File: config.mk
export PLATFORM = sky130hd
export DESIGN_NAME = qpi_bus_arbiter
export DESIGN_NICKNAME = d
export VERILOG_FILES = /design/src/rtl/qpi_bus_arbiter.sv
export SDC_FILE = /design/constraint.sdc
export NUM_CORES = 1
export LEC_CHECK = 0
export BUFFER_PORTS_ARGS = -buffer_cell sky130_fd_sc_hd__buf_2
export CORE_ASPECT_RATIO = 1.2
export CORE_MARGIN = 2
export CORE_UTILIZATION = 25
export CTS_CLUSTER_DIAMETER = 120
export DETAILED_ROUTE_END_ITERATION = 12
export GPL_TIMING_DRIVEN = 0
export HOLD_SLACK_MARGIN = 0.02
export MAX_ROUTING_LAYER = met4
export PLACE_DENSITY_LB_ADDON = 0.05
export SYNTH_ARGS = -nofsm -noshare
export SYNTH_HDL_FRONTEND = slang
export SYNTH_SLANG_ARGS = --single-unit
File: constraint.sdc
create_clock -name clk -period 2.2 [get_ports clk]
set_clock_uncertainty 0.05 [all_clocks]
set_input_delay 0.55 -clock clk [delete_from_list [all_inputs] [get_ports clk]]
set_output_delay 0.55 -clock clk [all_outputs]
set_load 0.01 [all_outputs]
File: src/rtl/qpi_bus_arbiter.sv
`default_nettype none
// ============================================================================
//  Module   : qpi_bus_arbiter
//  Purpose  : Two-master arbiter for a shared QPI bus (SPI flash + ML
//             accelerator). Grants the bus round-robin, inserts GUARD_CYCLES
//             idle cycles between owners and muxes the pin set
//             combinationally from the registered state.
//  Ports    : clk, reset (async, active-high)
//             f_*/m_*   : per-master req/gnt, QPI clk, csb, do, oe, di
//             bus_*     : shared QPI pins (clk, do, oe, di)
//             flash_csb, ml_csb : per-device chip selects
//             owner, busy, timeout : status
//  Options  : `define QPI_ARB_TIMEOUT_EN bounds every grant to MAX_HOLD cycles
//             and blocks the timed-out master until its req has gone low.
//  Revision : 1.0 - initial release
// ============================================================================
module qpi_bus_arbiter #(
    parameter int GUARD_CYCLES = 2,
    parameter int MAX_HOLD     = 4096
) (
    input  logic       clk,
    input  logic       reset,
    input  logic       f_req,
    input  logic       m_req,
    output logic       f_gnt,
    output logic       m_gnt,
    input  logic       f_clk,
    input  logic       m_clk,
    input  logic       f_csb,
    input  logic       m_csb,
    input  logic [3:0] f_do,
    input  logic [3:0] m_do,
    input  logic [3:0] f_oe,
    input  logic [3:0] m_oe,
    output logic [3:0] f_di,
    output logic [3:0] m_di,
    output logic       bus_clk,
    output logic       flash_csb,
    output logic       ml_csb,
    output logic [3:0] bus_do,
    output logic [3:0] bus_oe,
    input  logic [3:0] bus_di,
    output logic       owner,
    output logic       busy,
    output logic       timeout
);

    typedef enum logic [1:0] {
        ST_IDLE    = 2'd0,
        ST_GRANT_F = 2'd1,
        ST_GRANT_M = 2'd2,
        ST_GUARD   = 2'd3
    } state_t;

    localparam logic [3:0] C_GUARD_LAST = 4'(GUARD_CYCLES - 1);

    state_t     state_q, state_d;
    logic       last_m_q, last_m_d;     // 1: ML master was granted last
    logic       owner_q, owner_d;
    logic [3:0] guard_cnt_q, guard_cnt_d;

    logic       w_f_req_eff;            // requests after timeout blocking
    logic       w_m_req_eff;
    logic       w_hold_exp;             // current grant reached its limit
    logic       w_timeout_fire;

    // ------------------------------------------------------------------
    // State registers
    // ------------------------------------------------------------------
    always_ff @(posedge clk or posedge reset) begin
        if (reset) begin
            state_q     <= ST_IDLE;
            last_m_q    <= 1'b1;        // makes flash win the first contention
            owner_q     <= 1'b0;
            guard_cnt_q <= 4'd0;
        end else begin
            state_q     <= state_d;
            last_m_q    <= last_m_d;
            owner_q     <= owner_d;
            guard_cnt_q <= guard_cnt_d;
        end
    end

    // ------------------------------------------------------------------
    // Next-state logic
    // ------------------------------------------------------------------
    always_comb begin
        state_d        = state_q;
        last_m_d       = last_m_q;
        owner_d        = owner_q;
        guard_cnt_d    = guard_cnt_q;
        w_timeout_fire = 1'b0;
        case (state_q)
            ST_IDLE: begin
                if (w_f_req_eff && (!w_m_req_eff || last_m_q)) begin
                    state_d  = ST_GRANT_F;
                    last_m_d = 1'b0;
                    owner_d  = 1'b0;
                end else if (w_m_req_eff) begin
                    state_d  = ST_GRANT_M;
                    last_m_d = 1'b1;
                    owner_d  = 1'b1;
                end
            end
            ST_GRANT_F: begin
                // Only the owner's req matters here; a normal release
                // takes precedence over a coincident timeout.
                if (!f_req) begin
                    state_d     = ST_GUARD;
                    guard_cnt_d = C_GUARD_LAST;
                end else if (w_hold_exp) begin
                    state_d        = ST_GUARD;
                    guard_cnt_d    = C_GUARD_LAST;
                    w_timeout_fire = 1'b1;
                end
            end
            ST_GRANT_M: begin
                if (!m_req) begin
                    state_d     = ST_GUARD;
                    guard_cnt_d = C_GUARD_LAST;
                end else if (w_hold_exp) begin
                    state_d        = ST_GUARD;
                    guard_cnt_d    = C_GUARD_LAST;
                    w_timeout_fire = 1'b1;
                end
            end
            ST_GUARD: begin
                if (guard_cnt_q == 4'd0) begin
                    state_d = ST_IDLE;
                end else begin
                    guard_cnt_d = guard_cnt_q - 4'd1;
                end
            end
            default: state_d = ST_IDLE;
        endcase
    end

`ifdef QPI_ARB_TIMEOUT_EN
    localparam int HOLD_W = (MAX_HOLD > 1) ? $clog2(MAX_HOLD) : 1;
    localparam logic [HOLD_W-1:0] C_HOLD_LAST = HOLD_W'(MAX_HOLD - 1);

    logic [HOLD_W-1:0] hold_cnt_q;
    logic              timeout_q;
    logic              blk_f_q;         // master timed out, awaiting req low
    logic              blk_m_q;

    always_ff @(posedge clk or posedge reset) begin
        if (reset) begin
            hold_cnt_q <= '0;
            timeout_q  <= 1'b0;
            blk_f_q    <= 1'b0;
            blk_m_q    <= 1'b0;
        end else begin
            timeout_q <= w_timeout_fire;
            // Grants are only entered from IDLE, so clearing there means
            // the count starts at zero on the first grant cycle.
            if (state_q == ST_IDLE) begin
                hold_cnt_q <= '0;
            end else if ((state_q == ST_GRANT_F || state_q == ST_GRANT_M) && !w_hold_exp) begin
                hold_cnt_q <= hold_cnt_q + 1'b1;
            end
            if (w_timeout_fire && state_q == ST_GRANT_F) begin
                blk_f_q <= 1'b1;
            end else if (state_q == ST_IDLE && !f_req) begin
                blk_f_q <= 1'b0;
            end
            if (w_timeout_fire && state_q == ST_GRANT_M) begin
                blk_m_q <= 1'b1;
            end else if (state_q == ST_IDLE && !m_req) begin
                blk_m_q <= 1'b0;
            end
        end
    end

    assign w_hold_exp  = (hold_cnt_q == C_HOLD_LAST);
    assign w_f_req_eff = f_req & ~blk_f_q;
    assign w_m_req_eff = m_req & ~blk_m_q;
    assign timeout     = timeout_q;
`else
    logic w_unused_cfg;

    assign w_hold_exp   = 1'b0;
    assign w_f_req_eff  = f_req;
    assign w_m_req_eff  = m_req;
    assign timeout      = 1'b0;
    assign w_unused_cfg = w_timeout_fire | (MAX_HOLD > 0);
`endif

    // ------------------------------------------------------------------
    // Pin mux: purely combinational from state_q, so reset idles the pins
    // immediately and no pin path picks up a register stage.
    // ------------------------------------------------------------------
    always_comb begin
        bus_clk   = 1'b0;
        bus_do    = 4'h0;
        bus_oe    = 4'h0;
        flash_csb = 1'b1;
        ml_csb    = 1'b1;
        f_di      = 4'h0;
        m_di      = 4'h0;
        case (state_q)
            ST_GRANT_F: begin
                bus_clk   = f_clk;
                bus_do    = f_do;
                bus_oe    = f_oe;
                flash_csb = f_csb;
                f_di      = bus_di;
            end
            ST_GRANT_M: begin
                bus_clk = m_clk;
                bus_do  = m_do;
                bus_oe  = m_oe;
                ml_csb  = m_csb;
                m_di    = bus_di;
            end
            default: ;
        endcase
    end

    assign f_gnt = (state_q == ST_GRANT_F);
    assign m_gnt = (state_q == ST_GRANT_M);
    assign busy  = (state_q != ST_IDLE);
    assign owner = owner_q;

endmodule
`default_nettype wire
# Word level (Yosys, flattened, before mapping)
# Index checks and enable logic that the tools add are counted.
dict set report totals {
  register_bits 8
  latchBits 0
  ramBits 0
  romBits 0
  wordCells 43
  n_memories 0
}
dict set report op_classes {
  add_sub_neg 1
  mul 0
  div_mod_pow 0
  n_lt_le_gt_ge 0
  n_eq_ne 8
  n_shift 0
  n_mux 19
  bitwise_logic 0
  n_reduce_logical 11
}
# cell count
set op_table {}
lappend op_table {{2-to-1 mux 4 bit} 5}
lappend op_table {{case mux 4 bit (2 select lines)} 2}
lappend op_table {{case mux 4 bit (3 select lines)} 1}
lappend op_table {{2-to-1 mux 2 bit} 5}
lappend op_table {{!= test 2 bit (second input constant)} 4}
lappend op_table {{case mux 2 bit (4 select lines)} 1}
lappend op_table {{AND reduction 4 bit} 2}
lappend op_table {{== test 2 bit (second input constant)} 2}
lappend op_table {{zero test 4 bit} 1}
lappend op_table {{2-to-1 mux 1 bit} 4}
lappend op_table {{nonzero test 2 bit} 2}
lappend op_table {{subtractor 4 x 1 -> 4 bit (second input constant)} 1}
lappend op_table {{!= test 3 bit (second input constant)} 1}
lappend op_table {{nonzero test 3 bit} 1}
lappend op_table {{== test 2 x 1 -> 1 bit (second input constant)} 1}
lappend op_table {{zero test 2 bit} 1}
lappend op_table {{case mux 1 bit (2 select lines)} 1}
lappend op_table {{AND reduction 2 bit} 1}
lappend op_table {{logical AND 1 bit} 1}
lappend op_table {{zero test 1 bit} 1}
lappend op_table {{logical OR 1 bit} 1}

# Longest topological paths before layout
# Gate-level depths: netlist (run 1).
dict set report logic_depth {
  ltp_word 5
  depth_mapped 5
  mapped_depth_nobuf 5
}

# Least setup slack after synthesis (run 1)
# No wires, ideal clock.
dict set report synth_timing {
  path_kind {flip-flop to output port}
  startpoint {register state_q[1]}
  endpoint {output port bus_clk}
  arrival_ps 1327
  setup_slack_ps 273
  stages_incl_launch_ff 6
  path_buffers 1
  cell_sequence {dfrtp_1 -> inv_1 -> ha_1 -> clkbuf_1 -> a22oi_1 -> nor2_1}
}
dict set report synth_between {
  elab_chain_len 2
  elab_cells_between_ends 3
}
# element line_no
set synth_rtl {}
lappend synth_rtl {{from (decl)} 57} ;# state_t state_q, state_d;
lappend synth_rtl {{from (signal assigned)} 77} ;# state_q <= state_d;
lappend synth_rtl {{== test 2 x 1 -> 1 bit} n/a}
lappend synth_rtl {{net f_gnt} 25} ;# output logic f_gnt,
lappend synth_rtl {{case mux 1 bit (2 select lines)} 201} ;# case (state_q)
lappend synth_rtl {{to (decl)} 37} ;# output logic bus_clk,
# The timed path passes the listed nets, and every way through them passes these cells.

# Worst setup path in the final report (run 1)
dict set report layout_timing {
  startpoint {register state_q[1]}
  endpoint {output port bus_do[0]}
}
dict set report layout_between {
  elab_chain_len 2
  elab_cells_between_ends 3
}
# element line_no
set layout_rtl {}
lappend layout_rtl {{== test 2 bit / == test 2 x 1 -> 1 bit (equally long branches)} 201}
lappend layout_rtl {{case mux 4 bit (2 select lines) *} 201}
lappend layout_rtl {{to (decl)} 40} ;# output logic [3:0] bus_do,
# Mark *: on every way between the ends. The rest lies on a longest branch, timed or not.

==> summary.txt, run 1 <==
Synth
  • Synthesized Nets: approximately 120
  • Synthesized area: approximately 730 µm²
  • Yosys warning count: 0
  • Async S/R FF share, synth: 100.0%
  • FF+latch count, synth: 8
  • Dominant synthesized flop cell: dfrtp_1
  • Seq/Total Area, Yosys: 27.43%
  • Synth cell types: 30
  • Synthesized area per cell: roughly 8.3 µm²
  • EDFF count, synth: 0
  • Synth Instances: 89

Route
  • Number of iterations in the first detailed-routing pass: 4
  • Final wirelength: 2050 µm
  • Routed WL per cell: about 12 µm
  • ANT nets after route: 0
  • Vias per cell: around 4.8
  • 1st-iter DRT viols: 26
  • Via count: between 800 and 900
  • # DRC: 0

Global route
  • Initial antenna violation count: 0
  • Total track usage: 11.87%
  • Gr ovfl total: 0
  • Largest net degree at the start of global routing: 11
  • Vias in the first global route: 690
  • Global-route wire length before repair: roughly 3000 µm

STA
  • RSZ-0062 raised after global routing: no
  • Max Freq: just under 0.5 GHz
  • Final hold violations: 0
  • Final-report max-slew violation count: 0
  • Final setup viols: 0
  • Fin Setup TNS: 0 ns
  • Fin crit share: 94.26%
  • Final Critical Period: approximately 2.1 ns

Layout
  • Fin util: between 30% and 40%
  • Commonest non-fill, non-tap cells in the layout: buf_2, nor2_1, a22oi_1
  • Most common cell after layout, fill and taps aside: buf_2
  • Final instance area: approximately 1100 µm²
  • Layout area overhead: 47.36%
  • Fin nets: roughly 180
  • Diodes inserted: 0
  • FILL cells: about 300
  • Share of cells above drive strength 1: 46.85%

Worst setup path
  • Worst Setup Start Kind: flop
  • Max FO, Critical Path: 10
  • Crit Path Class: reg2out
  • CP required: approximately 1.6 ns
  • Critical Path AT: between 1 and 1.5 ns
  • CP Capture Type: output pin
  • R2R cell count: 5

Power
  • Leak Pwr: around 0.56 nW
  • Internal Pwr Total: between 0.0007 and 0.0008 W
  • Seq pwr share: roughly a fifth
  • Clk pwr share: 8.3%
  • Sw frac: about half
  • Sw power: approximately 0.00072 W
  • Logic pwr share: 73.1%
  • PwrDens: roughly 1400 nW/µm²
  • Peak VDD IR: between 0.6 and 0.7 mV

Placement
  • HPWL after DPL: between 1500 and 2000 µm
  • Area after DPL: about 1000 µm²
  • Port bufs: 50
  • Gpl congestion: roughly 0.79

Floorplan
  • Die Wd: about 53 µm
  • Die Y: approximately 63 µm
  • # IOs: 52
  • Core Area: 2785 µm²
  • Die area: 3389 µm²
  • Rows: 21
  • Starting Density: between 20% and 30%

Worst hold path
  • Hold crit path type: in2async

Clocking
  • CTS buffer count: 3
  • CTS Buffer Depth: 2
  • CTS tree: yes
  • Htree depth: 1
  • Sinks on the clock net: 8
  • Cts hold-fix bufs: 0
  • Root Driver: clkbuf_4
  • Insertion delay to the later sink of the worst-skew pair: 0.26 ns
  • Clk pin slew, worst setup/hold paths: about 0.06 ns

Job
  • Total of max-cap violations: 0

Status
  • Status: finished clean
-- synth_stat cells (2+ instances only) --
cell	count	area, µm²
dfrtp_1	7	175.2
clkbuf_1	2	7.510
o21ai_0	6	30.03
a22oi_1	11	82.58
inv_1	8	30.03
and2_1	8	50.05
nand2b_1	2	12.51
nor2_1	13	48.80
o22ai_1	2	12.51
nand2_1	4	15.01
nor2b_1	2	12.51
ha_1	6	75.07
-- power groups by stage --
stage	Clock (W)	Sequential, W	Combinational (W)
final	0.000124	0.000276	0.00109
after detailed placement	0	0.000271	0.00104
after global routing	0.000141	0.000285	0.00122
after floorplan	0	0.000264	0.000722
after CTS	0.000130	0.000273	0.00107
after global placement	0	0.000270	0.00103
-- path summary, 6_finish.rpt --
check	from	slack, ns	to
min in group clk	last_m_q	0.44	last_m_q
max in group asynchronous	reset	1.62	last_m_q
setup reg to reg	guard_cnt_q[0]	0.24	state_q[0]
hold reg to reg	last_m_q	0.44	last_m_q
setup / recovery	state_q[1]	0.13	bus_do[0]
hold / removal	reset	0.19	state_q[1]
-- metal layers --
layer / track usage (%) / share of wire, % / up-vias
li1: - / - / 427
met1: 12.61 / 41 / 374
met2: 20.99 / 48 / 38
met3: 1.185 / 9.0 / 4
met4: 5.769 / 1.7 / 0
met5: - / 0 / -
-- worst max-delay path: stages (launching register included) --
cell and delay [ns]:
dfrtp_1 0.41, inv_2 0.08, ha_4 0.19, clkbuf_4 0.18, a22oi_1 0.17, nor2_1 0.05
buf_2 0.13
-- cells by family (layout without fill, tap and decap cells) --
| logic type | after synthesis | after routing | synth area share (%) |
|---|---|---|---|
| other | 1 | 1 | 0.5106 |
| buffers and inverters | 12 | 66 | 6.644 |
| AOI/OAI and AO/OA | 26 | 26 | 27.26 |
| and+or+nand+nor | 34 | 34 | 24.53 |
| DFF | 8 | 8 | 27.43 |
| adders and majority gates | 6 | 6 | 10.22 |
| muxes | 2 | 2 | 3.407 |
-- state kept, by name, summed over array words and instances, names as in the netlist --
signal	cells
guard_cnt_q	4
state_q	2
last_m_q	1
owner	1
-- per-stage QoR --
step,cells,power (W),hold WS (ns),worst slack (ns)
final,177,0.001487,0.1882,0.1263
after global routing,177,0.001643,0.2138,0.005380
after CTS,176,0.001472,0.1965,0.006733
after detailed placement,173,0.001309,0.4343,0.04482
after global placement,173,0.001302,0.4279,0.07047
after floorplan,89,0.0009862,0.3149,0.2725
-- timing repair --
item	CTS	global route
buffers inserted	0	1
setup endpoints to repair	13	9
pin swaps	0	0
resized for setup	5	5
-- layout make-up --
class	instances	area (µm²)	area share [%]
Sequential cell	8	202.7	18.73
Clock buffer	4	26.28	2.428
Timing Repair Buffer	51	257.7	23.81
Tap cell	34	42.54	3.931
Inverter	9	36.28	3.353
Multi-Input combinational cell	69	501.7	46.36
Buffer	2	15.01	1.387
(Power assumes the default switching activity.)
==> run 2, diff against run 1 <==
--- a/config.mk
+++ b/config.mk
@@ -15,6 +15,7 @@
 export HOLD_SLACK_MARGIN = 0.02
 export MAX_ROUTING_LAYER = met4
 export PLACE_DENSITY_LB_ADDON = 0.05
+export SETUP_SLACK_MARGIN = 0.2
 export SYNTH_ARGS = -nofsm -noshare
 export SYNTH_HDL_FRONTEND = slang
 export SYNTH_SLANG_ARGS = --single-unit
==> summary.txt, run 2 (same netlist as run 1, synthesis figures left out) <==
Layout
  • FILL cells: 281 (-5.1%)
  • Diodes inserted: 0 (unchanged)
  • Fin nets: 183 (+2.8%)
  • Largest Register: guard_cnt_q
  • Layout area overhead: 66.61%
  • Fin util: 43.94% (+5.1 points)
  • Largest regs: guard_cnt_q x4, state_q x2
  • Share of cells above drive strength 1: 56.76% (+9.9 points)
  • Most common cell after layout, fill and taps aside: buf_2
  • Max reg flops: 4 (unchanged)
  • Commonest non-fill, non-tap cells in the layout: buf_2, nor2_1, a22oi_2, and2_1
  • Final instance area: 1224 µm² (+13%)

STA
  • Final hold violations: 0 (unchanged)
  • Fin Setup TNS: 0 ns (unchanged)
  • Final setup viols: 0 (unchanged)
  • Final-report max-slew violation count: 0 (unchanged)
  • RSZ-0062 raised after global routing: yes
  • Final Critical Period: 2.014 ns (-0.06021 ns)
  • Max Freq: 0.4966 GHz (+3.0%)
  • Fin crit share: 91.52% (-2.7 points)

Worst setup path
  • Crit Reg-Reg Endpoint: state_q[0]
  • Critical Path AT: 1.41 ns (-0.06 ns)
  • Cell family with most CP delay: flip-flops
  • R2R Setup Slk: 0.27 ns (+0.03 ns)
  • R2R cell count: 5 (unchanged)
  • Stages on the worst setup path: 6 (unchanged)
  • Largest stage delay on the critical path: 0.43 ns (+0.02 ns)
  • CP required: 1.60 ns (about the same)
  • Crit Path Class: reg2out
  • Cell chain of the critical path: inv_4 -> ha_4 -> buf_8 -> a22oi_1 -> nor2_1 -> buf_2
  • Buf/Inv on CP: 3 (unchanged)
  • CP max stage cell: dfrtp_2
  • Critical R2R Launch: guard_cnt_q[0]
  • CP Capture Type: output pin
  • Worst Setup Start Kind: flop
  • Max FO, Critical Path: 8 (-2)

Global route
  • Largest net degree at the start of global routing: 11 (unchanged)
  • Global-route wire length before repair: 3105 µm (+4.2%)
  • Vias in the first global route: 756 (+9.6%)
  • Initial antenna violation count: 0 (unchanged)
  • Total track usage: 12.55% (+0.68 points)
  • Gr ovfl total: 0 (unchanged)

Power
  • Peak VDD IR: 0.7527 mV (+21%)
  • Leak Pwr: 0.5966 nW (+6.7%)
  • Sw frac: 46.32% (-1.9 points)
  • Logic pwr share: 76.6% (+3.5 points)
  • PwrDens: 1461 nW/µm² (+6.4%)
  • Internal Pwr Total: 0.0009599 W (+25%)
  • Power consumption: 0.001788 W (+20%)
  • Clk pwr share: 7.2% (-1.1 points)
  • Sw power: 0.0008285 W (+16%)
  • Seq pwr share: 16.2% (-2.4 points)

Floorplan
  • # IOs: 52 (unchanged)
  • Die area: 3389 µm² (unchanged)
  • Rows: 21 (unchanged)
  • Die Wd: 53.48 µm (unchanged)
  • Starting Density: 26.37% (unchanged)
  • Core Area: 2785 µm² (unchanged)
  • Die Y: 63.38 µm (unchanged)

Job
  • Total of max-cap violations: 0 (unchanged)

Clocking
  • CTS tree: yes
  • Cts hold-fix bufs: 0 (unchanged)
  • Htree depth: 1 (unchanged)
  • CTS buffer count: 3 (unchanged)
  • CTS Buffer Depth: 2 (unchanged)
  • Root Driver: clkbuf_4
  • Sinks on the clock net: 8 (unchanged)
  • Clk pin slew, worst setup/hold paths: 0.07 ns (about the same)
  • Insertion delay to the later sink of the worst-skew pair: 0.26 ns (about the same)

Status
  • Status: finished clean

Placement
  • Area after DPL: 1027 µm² (unchanged)
  • HPWL after DPL: 1650 µm (unchanged)
  • Gpl congestion: 0.7869 (unchanged)
  • Port bufs: 50 (unchanged)

Route
  • # DRC: 0 (unchanged)
  • Number of iterations in the first detailed-routing pass: 4 (unchanged)
  • 1st-iter DRT viols: 24 (-7.7%)
  • Routed WL per cell: 11.99 µm (+3.5%)
  • ANT nets after route: 0 (unchanged)
  • Vias per cell: 4.775 (+0.25%)
  • Final wirelength: 2182 µm (+6.4%)
  • Via count: 869 (+3.1%)

Worst hold path
  • Hold crit path type: in2async
## run 2: changes by cell type in the layout (fill, tap and decap cells not counted), moves of 2 or more
cell     before  now
a22oi_1      11    3
a22oi_2       0    8
buf_4         2    5
buf_8         0    2
ha_4          1    3
## run 2: layout make-up
| cell class | instances | area, µm² | share of cell area (%) |
|---|---|---|---|
| Buffer | 3 | 37.54 | 3.067 |
| Multi-Input combinational cell | 69 | 566.8 | 46.32 |
| Timing Repair Buffer | 55 | 300.3 | 24.54 |
| Inverter | 9 | 46.29 | 3.783 |
| Clock buffer | 4 | 26.28 | 2.147 |
| Tap cell | 34 | 42.54 | 3.476 |
| Sequential cell | 8 | 203.9 | 16.67 |
## run 2: power by group through the flow
stage	Sequential, W	Combinational, W	Clock, W
finish	0.000290	0.00137	0.000129
global route	0.000299	0.00150	0.000142
CTS	0.000280	0.00126	0.000130
detailed placement	0.000271	0.00104	0
global placement	0.000270	0.00103	0
floorplan	0.000264	0.000722	0
## run 2: worst max-delay path by stage
stage,startpoint,slack [ns],endpoint
2_1_floorplan,state_q[1],0.27,bus_clk
3_3_place_gp,state_q[1],0.07,bus_oe[3]
3_5_place_dp,state_q[1],0.04,bus_do[0]
4_1_cts,state_q[0],0.15,bus_oe[3]
5_1_grt,state_q[0],0.12,bus_do[2]
6_report,state_q[0],0.19,bus_oe[1]
## run 2: per-layer routing
metal | vias to the layer above | track usage [%] | part of all wire, %
met5 | - | - | 0
met2 | 34 | 23.46 | 52
met4 | 0 | 5.769 | 1.0
met3 | 2 | 1.185 | 8.3
li1 | 433 | - | -
met1 | 400 | 12.32 | 39
## run 2: metrics by stage
stage	worst slack, ns	instances	hold WS, ns
6_report	0.1865	182	0.1842
5_1_grt	0.1246	182	0.2115
4_1_cts	0.1517	181	0.1964
3_5_place_dp	0.04482	173	0.4343
3_3_place_gp	0.07047	173	0.4279
2_1_floorplan	0.2725	89	0.3149
## run 2: repair_timing
action	4_1_cts	5_1_grt
buffers inserted	4	1
pin swaps	0	1
resized for setup	20	12
endpoints found under the setup margin	13	14
